## src/rtl/sap2_tstate_sequencer_if.sv

```systemverilog
// Handshake/bus bundle between the SAP-2 T-state sequencer and its datapath.
// The master side owns the IR and memory-ready inputs; the slave is the sequencer.
interface sap2_tstate_sequencer_if;
  logic [7:0]  iOpcode;
  logic        iMemReady;
  logic [5:0]  oT;
  logic [15:0] oCon;
  logic        oInstrDone;
  logic        oHalt;
  logic        oIllegal;

  modport master (
    output iOpcode,
    output iMemReady,
    input  oT,
    input  oCon,
    input  oInstrDone,
    input  oHalt,
    input  oIllegal
  );

  modport slave (
    input  iOpcode,
    input  iMemReady,
    output oT,
    output oCon,
    output oInstrDone,
    output oHalt,
    output oIllegal
  );
endinterface

```

## src/rtl/sap2_tstate_sequencer.sv

```systemverilog
// SAP-2 controller-sequencer: variable-length T-state machine (falling-edge state)
// producing the one-hot T-state and the 16-bit datapath control word.
module sap2_tstate_sequencer (
  input  logic                     iClk,
  input  logic                     iReset,
  sap2_tstate_sequencer_if.slave   bus
);

  typedef enum logic [2:0] {
    ST_T1   = 3'd0,
    ST_T2   = 3'd1,
    ST_T3   = 3'd2,
    ST_T4   = 3'd3,
    ST_T5   = 3'd4,
    ST_T6   = 3'd5,
    ST_HALT = 3'd6
  } state_t;

  typedef enum logic [3:0] {
    OP_NOP   = 4'd0,
    OP_MOVAB = 4'd1,
    OP_MOVBA = 4'd2,
    OP_ADD   = 4'd3,
    OP_SUB   = 4'd4,
    OP_INR   = 4'd5,
    OP_DCR   = 4'd6,
    OP_MVIA  = 4'd7,
    OP_MVIB  = 4'd8,
    OP_OUT   = 4'd9,
    OP_HLT   = 4'd10,
    OP_ILL   = 4'd11
  } opClass_t;

  localparam logic [15:0] CP  = 16'h0001;
  localparam logic [15:0] EP  = 16'h0002;
  localparam logic [15:0] LM  = 16'h0004;
  localparam logic [15:0] CE  = 16'h0008;
  localparam logic [15:0] LI  = 16'h0010;
  localparam logic [15:0] LA  = 16'h0020;
  localparam logic [15:0] EA  = 16'h0040;
  localparam logic [15:0] SU  = 16'h0080;
  localparam logic [15:0] EU  = 16'h0100;
  localparam logic [15:0] LB  = 16'h0200;
  localparam logic [15:0] EB  = 16'h0400;
  localparam logic [15:0] LO  = 16'h0800;
  localparam logic [15:0] LT  = 16'h1000;
  localparam logic [15:0] INC = 16'h2000;
  localparam logic [15:0] DEC = 16'h4000;

  function automatic opClass_t decodeOp(input logic [7:0] op);
    case (op)
      8'h00:   decodeOp = OP_NOP;
      8'h78:   decodeOp = OP_MOVAB;
      8'h47:   decodeOp = OP_MOVBA;
      8'h80:   decodeOp = OP_ADD;
      8'h90:   decodeOp = OP_SUB;
      8'h3C:   decodeOp = OP_INR;
      8'h3D:   decodeOp = OP_DCR;
      8'h3E:   decodeOp = OP_MVIA;
      8'h06:   decodeOp = OP_MVIB;
      8'hD3:   decodeOp = OP_OUT;
      8'h76:   decodeOp = OP_HLT;
      default: decodeOp = OP_ILL;
    endcase
  endfunction

  function automatic logic [5:0] toOneHot(input state_t s);
    case (s)
      ST_T1:   toOneHot = 6'b000001;
      ST_T2:   toOneHot = 6'b000010;
      ST_T3:   toOneHot = 6'b000100;
      ST_T4:   toOneHot = 6'b001000;
      ST_T5:   toOneHot = 6'b010000;
      ST_T6:   toOneHot = 6'b100000;
      default: toOneHot = 6'b000000;
    endcase
  endfunction

  state_t     state;
  state_t     nextState;
  opClass_t   opClass;
  logic [5:0] tReg;
  logic       haltReg;
  logic       illegalReg;
  logic [15:0] con;
  logic       done;

  // Next-state and done decode; stalls hold T3 and the MVI memory-read T6.
  always_comb begin
    opClass   = decodeOp(bus.iOpcode);
    nextState = ST_T1;
    done      = 1'b0;
    case (state)
      ST_T1: nextState = ST_T2;
      ST_T2: nextState = ST_T3;
      ST_T3: begin
        if (bus.iMemReady) begin
          nextState = ST_T4;
        end else begin
          nextState = ST_T3;
        end
      end
      ST_T4: begin
        case (opClass)
          OP_ADD, OP_SUB, OP_MVIA, OP_MVIB, OP_OUT: nextState = ST_T5;
          OP_HLT: begin
            nextState = ST_HALT;
            done      = 1'b1;
          end
          default: begin
            nextState = ST_T1;
            done      = 1'b1;
          end
        endcase
      end
      ST_T5: begin
        case (opClass)
          OP_MVIA, OP_MVIB, OP_OUT: nextState = ST_T6;
          default: begin
            nextState = ST_T1;
            done      = 1'b1;
          end
        endcase
      end
      ST_T6: begin
        case (opClass)
          OP_MVIA, OP_MVIB: begin
            if (bus.iMemReady) begin
              nextState = ST_T1;
              done      = 1'b1;
            end else begin
              nextState = ST_T6;
              done      = 1'b0;
            end
          end
          default: begin
            nextState = ST_T1;
            done      = 1'b1;
          end
        endcase
      end
      ST_HALT: nextState = ST_HALT;
      default: nextState = ST_T1;
    endcase
  end

  // Control word: fixed fetch words in T1-T3, opcode-decoded words in T4-T6.
  always_comb begin
    con = 16'h0000;
    case (state)
      ST_T1: con = EP | LM;
      ST_T2: con = CP;
      ST_T3: con = CE | LI;
      ST_T4: begin
        case (opClass)
          OP_MOVAB:                 con = EB | LA;
          OP_MOVBA:                 con = EA | LB;
          OP_ADD, OP_SUB:           con = EB | LT;
          OP_INR:                   con = INC | EU | LA;
          OP_DCR:                   con = DEC | EU | LA;
          OP_MVIA, OP_MVIB, OP_OUT: con = EP | LM;
          default:                  con = 16'h0000;
        endcase
      end
      ST_T5: begin
        case (opClass)
          OP_ADD:                   con = EU | LA;
          OP_SUB:                   con = SU | EU | LA;
          OP_MVIA, OP_MVIB, OP_OUT: con = CP;
          default:                  con = 16'h0000;
        endcase
      end
      ST_T6: begin
        case (opClass)
          OP_MVIA: con = CE | LA;
          OP_MVIB: con = CE | LB;
          OP_OUT:  con = EA | LO;
          default: con = 16'h0000;
        endcase
      end
      default: con = 16'h0000;
    endcase
  end

  // State register with registered one-hot T, halt and sticky illegal flags.
  always_ff @(negedge iClk or posedge iReset) begin
    if (iReset) begin
      state      <= ST_T1;
      tReg       <= 6'b000001;
      haltReg    <= 1'b0;
      illegalReg <= 1'b0;
    end else begin
      state   <= nextState;
      tReg    <= toOneHot(nextState);
      haltReg <= (nextState == ST_HALT);
      if ((state == ST_T4) && (opClass == OP_ILL)) begin
        illegalReg <= 1'b1;
      end else begin
        illegalReg <= illegalReg;
      end
    end
  end

  assign bus.oT         = tReg;
  assign bus.oCon       = con;
  assign bus.oInstrDone = done;
  assign bus.oHalt      = haltReg;
  assign bus.oIllegal   = illegalReg;

endmodule
```

## src/flat_wrapper.sv

```systemverilog
// flat-port wrapper written by rule: the top's interface ports become plain ports
module sap2_tstate_sequencer_flat 
  (iClk, iReset, bus_iOpcode, bus_iMemReady, bus_oT, bus_oCon, bus_oInstrDone, bus_oHalt, bus_oIllegal);
  sap2_tstate_sequencer_if bus_i ();
  input  logic iClk;
  input  logic iReset;
  input wire logic [$bits(bus_i.iOpcode)-1:0] bus_iOpcode;
  input wire logic [$bits(bus_i.iMemReady)-1:0] bus_iMemReady;
  output wire logic [$bits(bus_i.oT)-1:0] bus_oT;
  output wire logic [$bits(bus_i.oCon)-1:0] bus_oCon;
  output wire logic [$bits(bus_i.oInstrDone)-1:0] bus_oInstrDone;
  output wire logic [$bits(bus_i.oHalt)-1:0] bus_oHalt;
  output wire logic [$bits(bus_i.oIllegal)-1:0] bus_oIllegal;
  assign bus_i.iOpcode = bus_iOpcode;
  assign bus_i.iMemReady = bus_iMemReady;
  assign bus_oT = bus_i.oT;
  assign bus_oCon = bus_i.oCon;
  assign bus_oInstrDone = bus_i.oInstrDone;
  assign bus_oHalt = bus_i.oHalt;
  assign bus_oIllegal = bus_i.oIllegal;
  sap2_tstate_sequencer u_core (.iClk(iClk), .iReset(iReset), .bus(bus_i));
endmodule
```

## config.mk

```make
export PLATFORM = sky130hd
export DESIGN_NAME = sap2_tstate_sequencer_flat
export DESIGN_NICKNAME = d
export VERILOG_FILES = /design/src/rtl/sap2_tstate_sequencer_if.sv /design/src/rtl/sap2_tstate_sequencer.sv /design/src/flat_wrapper.sv
export SDC_FILE = /design/constraint.sdc
export NUM_CORES = 1
export LEC_CHECK = 0
export ABC_AREA = 1
export CAP_MARGIN = 20
export CORE_MARGIN = 2
export CORE_UTILIZATION = 45
export CTS_CLUSTER_DIAMETER = 200
export CTS_CLUSTER_SIZE = 20
export DETAILED_ROUTE_END_ITERATION = 12
export GPL_TIMING_DRIVEN = 0
export PLACE_DENSITY = 0.81
export SYNTH_ARGS = -nofsm -noshare
export SYNTH_HDL_FRONTEND = slang
export SYNTH_SLANG_ARGS = --single-unit
```

## constraint.sdc

```tcl
create_clock -name iClk -period 6.6 [get_ports iClk]
set_input_delay 0.99 -clock iClk [delete_from_list [all_inputs] [get_ports iClk]]
set_output_delay 0.99 -clock iClk [all_outputs]
set_load 0.005 [all_outputs]
```

### After elaboration in Yosys (flattened, before gate mapping)

Memory sizes are Yosys's and may differ from the RTL's.
Index checks and enable logic that the tools add are counted.

* bits in read-only memories: 160
* memories kept: 1
* bits in registers: 11
* input bits: 11

* muxes and demuxes: 16
* equality and inequality tests: 29
* reductions and logical operators: 7

Memories
* (no name shown): depth 16, bits a word 10, read ports 1, clocked after Yosys merged registers in 0, wr ports 0, line sap2_tstate_sequencer.sv:155 `case (opClass)`

Operators by type and width (number)
* one-hot mux 16 bit (6 select lines): 1
* one-hot mux 4 bit (11 select lines): 1
* one-hot mux 12 bit (3 select lines): 1
* one-hot mux 6 bit (6 select lines): 1
* one-hot mux 9 bit (3 select lines): 1
* equality test 8 x 6 -> 1 bit, second input constant: 3
* equality test 8 x 7 -> 1 bit, second input constant: 3
* equality test 8 bit, second input constant: 3
* one-hot mux 3 bit (7 select lines): 1
* equality test 3 bit, second input constant: 6
* equality test 4 bit, second input constant: 4
* equality test 3 x 2 -> 1 bit, second input constant: 4
* 2-to-1 mux 3 bit: 3
* equality test 4 x 3 -> 1 bit, second input constant: 2
* equality test 8 x 3 -> 1 bit, second input constant: 1
* zero test 8 bit: 1
* equality test 3 x 1 -> 1 bit, second input constant: 2
* zero test 3 bit: 2
* one-hot mux 3 bit (2 select lines): 1
* 2-to-1 mux 1 bit: 5
* OR reduction 5 bit: 1
* equality test 4 x 2 -> 1 bit, second input constant: 1
* one-hot mux 1 bit (3 select lines): 1
* OR reduction 3 bit: 1
* 2 further kinds: 2

### Longest topological paths before layout

Gate-level depths: netlist of the first run.

* depth after elaboration: 8
* mapped depth: 20

==> results_dict.tcl, run 1 <==
set metrics [dict create \
    finalNetCount 244 \
    dr.first_iter.drc_count 41 \
    synth_cells 189 \
    synth.most_common_cell "nand2_1" \
    core-area_um2 2480 \
    mappedNetlistNets 204 \
    syn_to_final_growth_pct 40.5 \
    clk_pin_slew_ps 50 \
    yosys_warnings 0 \
    p_total_w 0.000331 \
    final_layout_size_suffix_gt1_frac 0.215 \
    yosys-top-cells-area "dfrtn_1 (21%), nand2_1 (15%), inv_1 (11%)" \
    startpoint "u_core.state[0]$_DFF_NP0_" \
    crit_path_end_kind "primary output" \
    instances_no_fill 258 \
    final_cell_area_um2 1660 \
    r2r_slack_ps 5080 \
    synthTopCellsByCount "nand2_1 (48), inv_1 (35), nor2_1 (30)" \
    place_inst 253 \
    fp.dieArea_um2 3050 \
    setup_violations 0 \
    diodes 0 \
    numClockSinks 11 \
    synth-main-ff-cell "dfrtn_1" \
    htree_levels 1 \
    hold_violations 0 \
    n_fill_cell 215 \
    r2r_start "u_core.state[2]$_DFF_NP0_" \
    grt_pass1_wl_um 4680 \
    dpl_cell_area_um2 1560 \
    rows 18 \
    path_class "reg -> out" \
    global_route.overflow_total 0 \
    syn_avg_cell_area_um2 6.26 \
    synth_largest_area_cell "dfrtn_1" \
    gp_congestion 0.867 \
    fin_tns_setup_ps 0 \
    outcome "finished clean" \
    min_path_type "reg -> reg" \
    cts_hold_buf 0 \
    num_vias 1257 \
    maxCapViolCount 0 \
    powerDensity_nw_per_um2 199 \
    required_ps 5610 \
    skew_ps 48.9 \
    dp_slack_ps -364 \
    tritoncts "done" \
    fp.dieW_um 55.3 \
    startpoint_type "register" \
    ys_ff_latch 11 \
    drc 0 \
    io_pins 36 \
    clk_path_buf_depth 2 \
    synth-edff-count 0 \
    clockRootBuffer "clkbuf_4" \
    cp_max_fo 8 \
    postRouteAntennaNets 0 \
    grt_pass1_vias 1122 \
    async_reset_ff_frac 1.00 \
    track_usage 0.182 \
    grt_max_degree 12 \
    yosysUniqueCellTypes 27 \
    initial_core_util 0.477 \
    timing.rr.end "u_core.bus.oT[2]$_DFF_NP0_" \
    leakagePower_nw 0.916 \
    fp.dieH_um 55.3 \
    reg2regPathDepth 7 \
    synth.top_cell.area_share 0.212 \
    hpwl_um 2250 \
    antenna_found_initial 0 \
    drt-wirelength-per-cell_um 10.4 \
    postRouteWirelength_um 2690 \
    viasPerCell 4.87 \
    setup_slack_ps 184 \
    ys_seq_area_frac 0.234 \
    slew_violations 0 \
    first_pass_iters 4 \
    place.port_buffers 34 \
    syn-cell-area_um2 1180 \
    endpoint "bus_oCon[2]" \
    cts_inserted_buffers 3 \
    hp-start "u_core.bus.oIllegal$_DFFE_NP0P_" \
    ir_worst_vdd_mv 0.229 \
    clk_latency_ps 320 \
    arrival_ps 5430 \
]
[layout by cell type (no fill, tap or decap), types with 7 or more instances in the layout]
cell and instances:
nand2_1 43, inv_1 33, nor2_1 28, clkdlybuf4s50_1 27, nand2_2 10, nand3_1 10, dfrtn_1 10, nor2_2 7
[power breakdown]
part | switching (W) | leakage [nW] | internal [W]
clock network | 0.0000239 | 0.0230 | 0.0000232
registers | 0.0000104 | 0.138 | 0.0000888
logic | 0.0000925 | 0.755 | 0.0000924
total | 0.000127 | 0.916 | 0.000204
[state kept, by name (all words and copies together) (netlist names)]
| signal | count |
|---|---|
| u_core.bus.oIllegal | 1 |
| u_core.bus.oHalt | 1 |
| u_core.state | 3 |
| u_core.bus.oT | 6 |
[through the flow]
stage                     utilization  hold slack [ps]
final                           0.671              411
after global routing            0.671              438
after CTS                       0.643              417
after detailed placement        0.630              417
after global placement          0.630              418
after floorplan                     -              427
[critical path: stages, from the launching register on]
cell and delay, ps:
dfrtn_1 410, inv_1 80, nor2_1 180, nand2_1 160
inv_2 160, nand2_1 90, o21ai_0 130, buf_4 160
clkdlybuf4s50_1 490
[how the worst min path moves through the flow]
stage	to	slack, ps	depth (start not counted)
floorplan	u_core.bus.oIllegal$_DFFE_NP0P_	430	1
global placement	u_core.bus.oIllegal$_DFFE_NP0P_	420	1
detailed placement	u_core.bus.oIllegal$_DFFE_NP0P_	420	1
CTS	u_core.bus.oIllegal$_DFFE_NP0P_	420	1
global route	u_core.bus.oIllegal$_DFFE_NP0P_	440	1
finish	u_core.bus.oIllegal$_DFFE_NP0P_	410	1
[cell families after synthesis]
kind of cell | after synthesis | share of synthesized area
other cells | 1 | 0.00317
fa+ha+maj | 4 | 0.0423
simple gates | 121 | 0.519
flops | 11 | 0.234
buf+inv | 42 | 0.142
compound gates | 10 | 0.0603
[layer usage]
layer	GRT usage	share of wire	vias up
li1	-	-	657
met1	0.239	0.44	552
met2	0.313	0.50	46
met3	0.0351	0.054	2
met4	0.0314	0.0022	0
met5	0	0	-
[cell type report]
class	instances	area, µm²	share of cell area
Multi-Input combinational cell	136	791	0.476
Timing Repair Buffer	35	362	0.218
Sequential cell	11	277	0.166
Clock inverter	2	8.76	0.00527
Tap cell	30	37.5	0.0226
Inverter	39	149	0.0896
Buffer	2	15.0	0.00904
Clock buffer	3	22.5	0.0136
[timing repair]
| item | in CTS | in global routing |
|---|---|---|
| resized for setup | 4 | 20 |
| buffers inserted | 0 | 1 |
| setup endpoints to repair | 2 | 8 |
| pin swaps | 0 | 1 |
Note: power is estimated with default switching activity, not from simulation.
==> run 2: changes to the inputs <==
SKIP_LAST_GASP = 1   (was default)
TNS_END_PERCENT = 10   (was default)
==> results_dict.tcl, run 2 (same netlist as run 1, synthesis figures left out) <==
set metrics [dict create \
    outcome "finished clean" \
    tritoncts "done" \
    crit_chain "inv_1, nor2_1, nand2_1, inv_1, nand3_1, o21ai_0, nand3b_1, clkdlybuf4s50_1" \
    clk_pin_slew_ps 50 \
    cts_inserted_buffers 3 \
    path_class "reg -> out" \
    leakagePower_nw 0.920 \
    clk_path_buf_depth 2 \
    clk_latency_ps 320 \
    p_comb_frac 0.557 \
    viasPerCell 4.93 \
    final_cell_mix "nand2_1 (43), inv_1 (35), nor2_1 (28), clkdlybuf4s50_1 (27), nand3_1 (11)" \
    hpwl_um 2250 \
    path_delay_family "buffers and inverters" \
    fp.dieArea_um2 3050 \
    ir_worst_vdd_mv 0.228 \
    place_inst 253 \
    rsz0062_at_grt "yes" \
    postRouteAntennaNets 0 \
    fp.dieH_um 55.3 \
    p_total_w 0.000330 \
    fp.dieW_um 55.3 \
    critical_path.slowest_cell "clkdlybuf4s50_1" \
    postRouteWirelength_um 2720 \
    pwr-share-clk 0.143 \
    maxCapViolCount 0 \
    cpMostUsedCell "inv_1" \
    startpoint_type "register" \
    crit_path_end_kind "primary output" \
    first_pass_iters 4 \
    place.port_buffers 34 \
    instances_no_fill 258 \
    fin_util 0.665 \
    critical_path_buf_inv_count 3 \
    track_usage 0.182 \
    skew_ps 48.9 \
    final_layout_size_suffix_gt1_frac 0.202 \
    required_ps 5610 \
    min_path_type "reg -> reg" \
    fin_tns_setup_ps 0 \
    powerDensity_nw_per_um2 200 \
    cts_hold_buf 0 \
    grt_pass1_wl_um 4680 \
    io_pins 36 \
    p_seq_frac 0.301 \
    finalNetCount 244 \
    grt_pass1_vias 1122 \
    cp_max_fo 8 \
    setup_violations 0 \
    core-area_um2 2480 \
    global_route.overflow_total 0 \
    dr.first_iter.drc_count 39 \
    p_int_w 0.000204 \
    drc 0 \
    hold_violations 0 \
    antenna_found_initial 0 \
    final_cell_area_um2 1650 \
    slew_violations 0 \
    gp_congestion 0.867 \
    largest_reg_flops 6 \
    diodes 0 \
    numClockSinks 11 \
    switching_share 0.381 \
    layout_commonest_cell "nand2_1" \
    num_vias 1273 \
    clockRootBuffer "clkbuf_4" \
    dpl_cell_area_um2 1560 \
    arrival_ps 5530 \
    initial_core_util 0.477 \
    slowest_delay_ps 500 \
    power.switching_w 0.000126 \
    htree_levels 1 \
    grt_max_degree 12 \
    drt-wirelength-per-cell_um 10.5 \
    rows 18 \
    syn_to_final_growth_pct 39.3 \
]
-- run 2: layer usage --
layer	global-route usage	wire length (µm)
met1	0.239	1190
met2	0.313	1380
met3	0.0351	146
met4	0.0314	8
met5	0	0
-- run 2: worst reg2reg max path, cell delays in order (launching register included) --
cell	delay (ps)
dfrtn_1	490
inv_1	90
nor3_2	330
nand3_2	210
nand2_4	120
inv_4	40
nand3_4	60
nor2_2	40
-- run 2: what timing repair did --
item                       in CTS  in global routing
resized for setup               4                 15
pin swaps                       0                  1
setup endpoints to repair       2                  8
setup buffers                   0                  1
-- run 2: power by group through the flow --
| stage | clock network [W] | registers (W) | logic, W |
|---|---|---|---|
| 6_report | 0.0000470 | 0.0000992 | 0.000184 |
| 5_1_grt | 0.0000525 | 0.000101 | 0.000202 |
| 4_1_cts | 0.0000484 | 0.0000990 | 0.000182 |
| 3_5_place_dp | 0.00000190 | 0.000100 | 0.000181 |
| 3_3_place_gp | 0.00000190 | 0.0000988 | 0.000178 |
| 2_1_floorplan | 0.00000190 | 0.0000998 | 0.0000937 |
-- run 2: final timing paths --
path | start | cells after the start | slack (ps) | to
worst max-delay path | u_core.state[0]$_DFF_NP0_ | 8 | 80 | bus_oCon[5]
min in group asynchronous | iReset | 2 | 4180 | u_core.state[2]$_DFF_NP0_
worst max register to register | u_core.state[2]$_DFF_NP0_ | 7 | 5090 | u_core.bus.oT[2]$_DFF_NP0_
worst min register to register | u_core.bus.oIllegal$_DFFE_NP0P_ | 1 | 410 | u_core.bus.oIllegal$_DFFE_NP0P_
worst min-delay path | u_core.bus.oIllegal$_DFFE_NP0P_ | 1 | 410 | u_core.bus.oIllegal$_DFFE_NP0P_
max in group asynchronous | iReset | 2 | 2020 | u_core.bus.oT[0]$_DFF_NP1_
-- run 2: cell type report --
type / instances / area, µm²
multi-input cells: 136 / 776
well taps: 30 / 37.5
flip-flops and latches: 11 / 277
plain buffers: 2 / 15.0
repair buffers: 35 / 362
inverters: 39 / 149
fillers: 217 / 831
clock inverters: 2 / 8.76
clock buffers: 3 / 22.5
-- run 2: per-stage QoR --
step,setup WS [ps],hold slack [ps]
2_1_floorplan,503,427
3_3_place_gp,-321,418
3_5_place_dp,-364,417
4_1_cts,47.3,417
5_1_grt,-70.8,438
6_report,83.5,411
